--- src/rtl/jfetch_bytecode_unit.sv ---
// Bytecode prefetch unit: fetches 16-bit code words into a byte FIFO and serves opcode/operand bytes.
// Optional macro JFETCH_REL_BRANCH_EN adds a relative-branch redirect (op_base + branch_ofs).
module jfetch_bytecode_unit #(
    parameter int FIFO_DEPTH = 4
) (
    input  logic        sysclk,
    input  logic        sysreset,
    output logic [14:0] mem_addr,
    output logic        mem_rd,
    input  logic [15:0] mem_data,
    input  logic        mem_ready,
    input  logic        jpc_load,
    input  logic [15:0] jpc_load_data,
    input  logic        op_pop,
    input  logic        op_pop2,
    input  logic        op_start,
    output logic [7:0]  byte_out,
    output logic        byte_valid,
    output logic [15:0] word_out,
    output logic        word_valid,
    output logic [15:0] jpc,
    output logic [15:0] op_base,
    output logic        underflow
`ifdef JFETCH_REL_BRANCH_EN
    ,
    input  logic        branch_rel,
    input  logic [15:0] branch_ofs
`endif
);

    localparam int PTR_W = $clog2(FIFO_DEPTH);
    localparam int CNT_W = PTR_W + 1;

    typedef enum logic [1:0] {
        ST_IDLE  = 2'd0,
        ST_REQ   = 2'd1,
        ST_FLUSH = 2'd2
    } state_t;

    state_t             state_r;
    state_t             state_nxt_s;
    logic               mem_rd_r;
    logic [15:0]        fetch_addr_r;
    logic [15:0]        jpc_r;
    logic [15:0]        op_base_r;
    logic               underflow_r;
    logic [7:0]         fifo_mem_r [FIFO_DEPTH];
    logic [PTR_W-1:0]   rd_ptr_r;
    logic [PTR_W-1:0]   wr_ptr_r;
    logic [CNT_W-1:0]   count_r;

    logic               load_s;
    logic [15:0]        load_addr_s;
    logic [1:0]         pop_want_s;
    logic               pop_ok_s;
    logic               pop_bad_s;
    logic [1:0]         pop_n_s;
    logic               push_s;
    logic [1:0]         push_n_s;
    logic [PTR_W-1:0]   wr_nxt1_s;
    logic [PTR_W-1:0]   rd_nxt1_s;

`ifdef JFETCH_REL_BRANCH_EN
    // An explicit load outranks a relative branch arriving in the same cycle.
    assign load_s      = jpc_load | branch_rel;
    assign load_addr_s = jpc_load ? jpc_load_data : (op_base_r + branch_ofs);
`else
    assign load_s      = jpc_load;
    assign load_addr_s = jpc_load_data;
`endif

    assign wr_nxt1_s  = wr_ptr_r + PTR_W'(1);
    assign rd_nxt1_s  = rd_ptr_r + PTR_W'(1);

    assign mem_addr   = fetch_addr_r[15:1];
    assign mem_rd     = mem_rd_r;
    assign jpc        = jpc_r;
    assign op_base    = op_base_r;
    assign underflow  = underflow_r;
    assign byte_valid = (count_r != CNT_W'(0));
    assign word_valid = (count_r >= CNT_W'(2));
    assign byte_out   = fifo_mem_r[rd_ptr_r];
    assign word_out   = {fifo_mem_r[rd_ptr_r], fifo_mem_r[rd_nxt1_s]};

    // Pop/push qualification; a redirect suppresses both and never flags underflow.
    always_comb begin
        pop_want_s = 2'd0;
        if (op_pop2) begin
            pop_want_s = 2'd2;
        end else if (op_pop) begin
            pop_want_s = 2'd1;
        end else begin
            pop_want_s = 2'd0;
        end
        pop_ok_s  = !load_s && (pop_want_s != 2'd0) && (count_r >= CNT_W'(pop_want_s));
        pop_bad_s = !load_s && (pop_want_s != 2'd0) && (count_r <  CNT_W'(pop_want_s));
        pop_n_s   = pop_ok_s ? pop_want_s : 2'd0;
        push_s    = (state_r == ST_REQ) && mem_ready && !load_s;
        push_n_s  = push_s ? (fetch_addr_r[0] ? 2'd1 : 2'd2) : 2'd0;
    end

    // FSM state register.
    always_ff @(posedge sysclk or posedge sysreset) begin
        if (sysreset) begin
            state_r <= ST_IDLE;
        end else begin
            state_r <= state_nxt_s;
        end
    end

    // FSM next-state logic; a request is only issued with two free bytes.
    always_comb begin
        state_nxt_s = state_r;
        case (state_r)
            ST_IDLE: begin
                if (!load_s && (count_r <= CNT_W'(FIFO_DEPTH - 2))) begin
                    state_nxt_s = ST_REQ;
                end else begin
                    state_nxt_s = ST_IDLE;
                end
            end
            ST_REQ: begin
                if (mem_ready) begin
                    state_nxt_s = ST_IDLE;
                end else if (load_s) begin
                    state_nxt_s = ST_FLUSH;
                end else begin
                    state_nxt_s = ST_REQ;
                end
            end
            ST_FLUSH: begin
                if (mem_ready) begin
                    state_nxt_s = ST_IDLE;
                end else begin
                    state_nxt_s = ST_FLUSH;
                end
            end
            default: state_nxt_s = ST_IDLE;
        endcase
    end

    // FSM output: read strobe stays up through FLUSH so the stale transfer completes.
    always_ff @(posedge sysclk or posedge sysreset) begin
        if (sysreset) begin
            mem_rd_r <= 1'b0;
        end else begin
            mem_rd_r <= (state_nxt_s == ST_REQ) || (state_nxt_s == ST_FLUSH);
        end
    end

    // FIFO storage, pointers, program counters and the sticky underflow flag.
    always_ff @(posedge sysclk or posedge sysreset) begin
        if (sysreset) begin
            for (int i = 0; i < FIFO_DEPTH; i++) begin
                fifo_mem_r[i] <= 8'h00;
            end
            rd_ptr_r     <= '0;
            wr_ptr_r     <= '0;
            count_r      <= '0;
            fetch_addr_r <= 16'h0000;
            jpc_r        <= 16'h0000;
            op_base_r    <= 16'h0000;
            underflow_r  <= 1'b0;
        end else if (load_s) begin
            rd_ptr_r     <= '0;
            wr_ptr_r     <= '0;
            count_r      <= '0;
            fetch_addr_r <= load_addr_s;
            jpc_r        <= load_addr_s;
            underflow_r  <= 1'b0;
        end else begin
            if (push_s) begin
                if (fetch_addr_r[0]) begin
                    fifo_mem_r[wr_ptr_r] <= mem_data[7:0];
                end else begin
                    fifo_mem_r[wr_ptr_r]  <= mem_data[15:8];
                    fifo_mem_r[wr_nxt1_s] <= mem_data[7:0];
                end
                wr_ptr_r     <= wr_ptr_r + PTR_W'(push_n_s);
                fetch_addr_r <= fetch_addr_r + 16'(push_n_s);
            end
            if (pop_ok_s) begin
                rd_ptr_r <= rd_ptr_r + PTR_W'(pop_n_s);
                jpc_r    <= jpc_r + 16'(pop_n_s);
                if (op_start) begin
                    op_base_r <= jpc_r;
                end
            end
            if (pop_bad_s) begin
                underflow_r <= 1'b1;
            end
            count_r <= count_r + CNT_W'(push_n_s) - CNT_W'(pop_n_s);
        end
    end

endmodule

--- config.mk ---
export PLATFORM = sky130hd
export DESIGN_NAME = jfetch_bytecode_unit
export DESIGN_NICKNAME = d
export VERILOG_FILES = /design/src/rtl/jfetch_bytecode_unit.sv
export SDC_FILE = /design/constraint.sdc
export NUM_CORES = 1
export LEC_CHECK = 0
export ABC_CLOCK_PERIOD_IN_PS = 7500
export CORE_MARGIN = 4
export CORE_UTILIZATION = 40
export CTS_CLUSTER_SIZE = 10
export DETAILED_ROUTE_END_ITERATION = 12
export HOLD_SLACK_MARGIN = 0.05
export SYNTH_ARGS = -nofsm -noshare
export SYNTH_HDL_FRONTEND = slang
export SYNTH_SLANG_ARGS = --single-unit
export TNS_END_PERCENT = 5
--- constraint.sdc ---
create_clock -name sysclk -period 7.5 [get_ports sysclk]
set_clock_uncertainty 0.2 [all_clocks]
set_input_delay 0.75 -clock sysclk [delete_from_list [all_inputs] [get_ports sysclk]]
set_output_delay 0.75 -clock sysclk [all_outputs]
set_load 0.05 [all_outputs]
==> impl_metrics.env <==
export IMPL_dpl_hpwl_mm=10.37
export IMPL_numCtsBuffers=9
export IMPL_path_buf_inv=3
export IMPL_synth_compound_area_frac=0.1729
export IMPL_viasPerCell=5.749
export IMPL_drtIter0Drc=322
export IMPL_antenna_found_initial=0
export IMPL_hold_path_class="register to register"
export IMPL_slew_violations=0
export IMPL_io_pins=114
export IMPL_synthCells=550
export IMPL_cts_tree="yes"
export IMPL_yosys_area_share_simple=0.1199
export IMPL_swShare=0.4360
export IMPL_top_layer="met4"
export IMPL_path_class="input pin to register"
export IMPL_synth_xor_xnor_area_share=0.02264
export IMPL_synthArstFlopShare=1.000
export IMPL_slew_headroom=0.1855
export IMPL_syn_nets=605
export IMPL_utilization=0.5074
export IMPL_syn2layout_area_growth_pct=22.77
export IMPL_final_fill_count=1238
export IMPL_leakagePower_nw=2.827
export IMPL_worst_ep_required_time_ns=7.57
export IMPL_dieArea_mm2=0.01650
export IMPL_p_clk_frac=0.210
export IMPL_grt_max_degree=75
export IMPL_final_nets=664
export IMPL_grt_pass1_vias=4658
export IMPL_cts_hold_fix_buffers=0
export IMPL_clkTransAtPathRegs_ns=0.06
export IMPL_wl_met2_mm=7.339
export IMPL_cts_resized=0
export IMPL_totalWireLength_mm=15.23
export IMPL_drtAntennaViolNets=0
export IMPL_synth_edff_count=0
export IMPL_tns_ns=0
export IMPL_ff_latch_area_mm2=0.002278
export IMPL_synth_area_per_cell_um2=10.55
export IMPL_syn_area_mm2=0.005803
export IMPL_root_buffer="clkbuf_16"
export IMPL_place_gp_congestion=0.8410
export IMPL_slowest_stage="clkdlybuf4s50_1"
export IMPL_initial_core_util=0.4133
export IMPL_yosys_most_used_dff="dfrtp_1"
export IMPL_via_count=4565
export IMPL_hold_viol_final=0
export IMPL_critPathMaxStageDelay_ns=0.86
export IMPL_htree_levels=3
export IMPL_grtUsageTotal=0.1904
export IMPL_clock_latency_ns=0.35
export IMPL_core_mm2=0.01404
export IMPL_synth_top_family_by_area="compound AO/OA/AOI/OAI gates"
export IMPL_max_cap_violations=0
export IMPL_wl_met1_mm=6.692
export IMPL_period_minus_slack_ns=4.692
export IMPL_start_kind="input pin"
export IMPL_drc=0
export IMPL_cp_max_fo=12
export IMPL_grt_pass1_wl_mm=24.76
export IMPL_max_freq_mhz=213.1
export IMPL_grt_overflow=0
export IMPL_io_buffers=113
export IMPL_num_rows=43
export IMPL_setup_violations=0
export IMPL_wl_met3_um=861
export IMPL_diodes=0
export IMPL_yosysSeqAreaShare=0.3924
export IMPL_fp_dieW_um=128.4
export IMPL_cts_setup_buffers=0
export IMPL_p_comb_frac=0.495
export IMPL_endpoint_kind="register"
export IMPL_worstMarginPinSlew_ns=1.222
export IMPL_ys_warn_count=0
export IMPL_fp_dieH_um=128.4
export IMPL_cts_sinks=91
export IMPL_wire_per_inst_um=19.18
export IMPL_status="completed"
export IMPL_muxShareOfSynthArea=0.1721
export IMPL_yosysUniqueCellTypes=57
export IMPL_synth_seq_cells=91
export IMPL_crit_chain="clkdlybuf4s50_1, inv_1, ha_1, a211oi_1, nor4b_1, ha_1, inv_1, fa_1, and3b_1, nand4_1, or4_1, a31oi_1"
export IMPL_ir_worst_vdd_mv=0.2032
export IMPL_p_int_mw=1.432
export IMPL_power_density_mw_per_mm2=356.4
export IMPL_cp_arrival_ns=4.76
export IMPL_p_seq_frac=0.295
export IMPL_synthAdderAreaFrac=0.03967
export IMPL_switchingPower_mw=1.107
export IMPL_clock_path_buffers=2
export IMPL_dr_pass1_iters=4
export IMPL_layout_drive_gt1_share=0.1726
export IMPL_rsz0062_at_grt="no"
export IMPL_multi_input_area_mm2=0.003059
export IMPL_finalCritPeriodShare=0.6256
export IMPL_critPathTopFamily="simple AND/OR/NAND/NOR gates"
## placed cells by master, fill, tap and decap left out, drive strengths merged, types with 3 or more instances in the layout
cell type and count:
nand2 54, inv 18, nand3 9, nor2 20, clkbuf 11, nand2b 5
mux2i 3, dfrtp 91, nand4 5, or2 3, nor3 4, o211ai 9
bufinv 3, xor2 9, clkdlybuf4s50 113, nor4 3, ha 12, nor2b 8
a221oi 33, o21ai 15, xnor2 6, a31oi 8, o311ai 7, and3 5
or3 10, mux2 54, mux4 16, and3b 3, clkinv 3, a21oi 39
fa 4, o31a 9
## metal layers
metal / vias to the layer above / GRT usage
met2: 125 / 0.3052
met1: 2275 / 0.2493
met4: 0 / 0.07179
li1: 2137 / -
met3: 28 / 0.04774
met5: - / 0
## synth_stat cells (8+ instances only)
cell type / n / area, µm²
dfrtp_1: 91 / 2277
o31a_1: 8 / 70.07
ha_1: 12 / 150.1
a221oi_1: 32 / 280.3
mux4_2: 16 / 360.4
nor2_1: 20 / 75.07
o21ai_0: 12 / 60.06
nand3_1: 8 / 40.04
a31oi_1: 8 / 50.05
xor2_1: 9 / 78.83
inv_1: 19 / 71.32
nor2b_1: 8 / 50.05
clkbuf_1: 22 / 82.58
mux2_2: 54 / 608.1
buf_4: 32 / 240.2
or3_1: 10 / 62.56
nand2_1: 54 / 202.7
a21oi_1: 39 / 195.2
## final timing paths
check	startpoint	endpoint	slack (ns)	depth (start not counted)
worst max-delay path	op_pop2	jpc[12]$_DFFE_PP0P_	2.81	12
worst min-delay path	op_base[1]$_DFFE_PP0P_	op_base[1]$_DFFE_PP0P_	0.31	1
worst max register to register	count_r[1]$_DFF_PP0_	jpc[12]$_DFFE_PP0P_	3.73	10
worst min register to register	op_base[1]$_DFFE_PP0P_	op_base[1]$_DFFE_PP0P_	0.31	1
max in group asynchronous	sysreset	fetch_addr_r[0]$_DFFE_PP0P_	5.30	3
min in group asynchronous	sysreset	op_base[7]$_DFFE_PP0P_	0.48	2
## sequential cells by signal, summed over array words and instances, names as in the netlist, 2 cells and up
register      flops
count_r           3
fetch_addr_r     16
fifo_mem_r       32
jpc              16
op_base          16
rd_ptr_r          2
state_r           2
wr_ptr_r          2
## power groups by stage
stage	logic [mW]	registers [mW]	clock network, mW
after global placement	1.26	0.744	0
after detailed placement	1.26	0.756	0
after floorplan	0.772	0.896	0
after CTS	1.27	0.748	0.546
final	1.26	0.748	0.534
after global routing	1.33	0.771	0.565
## stage by stage
stage / total power, mW / cells / hold slack (ns) / instance area (µm²) / setup WS (ns)
CTS: 2.563 / 794 / 0.3119 / 7124 / 2.802
global route: 2.664 / 794 / 0.3276 / 7124 / 2.369
finish: 2.539 / 794 / 0.3056 / 7124 / 2.808
detailed placement: 2.019 / 778 / 0.2975 / 6782 / 2.472
global placement: 2.000 / 778 / 0.2901 / 6782 / 2.694
floorplan: 1.668 / 550 / 0.2872 / 5803 / 3.621
## worst register-to-register path: stages (launching register included)
cell and delay [ns]:
dfrtp_1 0.44, ha_1 0.36, a211oi_1 0.09, nor4b_1 0.57, ha_1 0.29, inv_1 0.06, fa_1 0.37, and3b_1 0.28
nand4_1 0.29, or4_1 0.57, a31oi_1 0.18
## final cells by class
class,count,share of cell area
clock buffer,11,0.03407
clock inverter,5,0.01405
inverter,19,0.01019
multi-input combinational,373,0.4294
sequential,91,0.3198
tap,180,0.03161
timing repair buffer,115,0.1609
## logic make-up (layout without fill, tap and decap cells)
logic type               after synthesis  count (layout)
adder cells (fa/ha/maj)               16              16
XOR/XNOR                              15              15
multiplexers                          73              73
AND/OR/NAND/NOR                      137             137
flip-flops                            91              91
AO/OA/AOI/OAI                        132             132
buffers and inverters                 86             150
(Power assumes the default switching activity.)
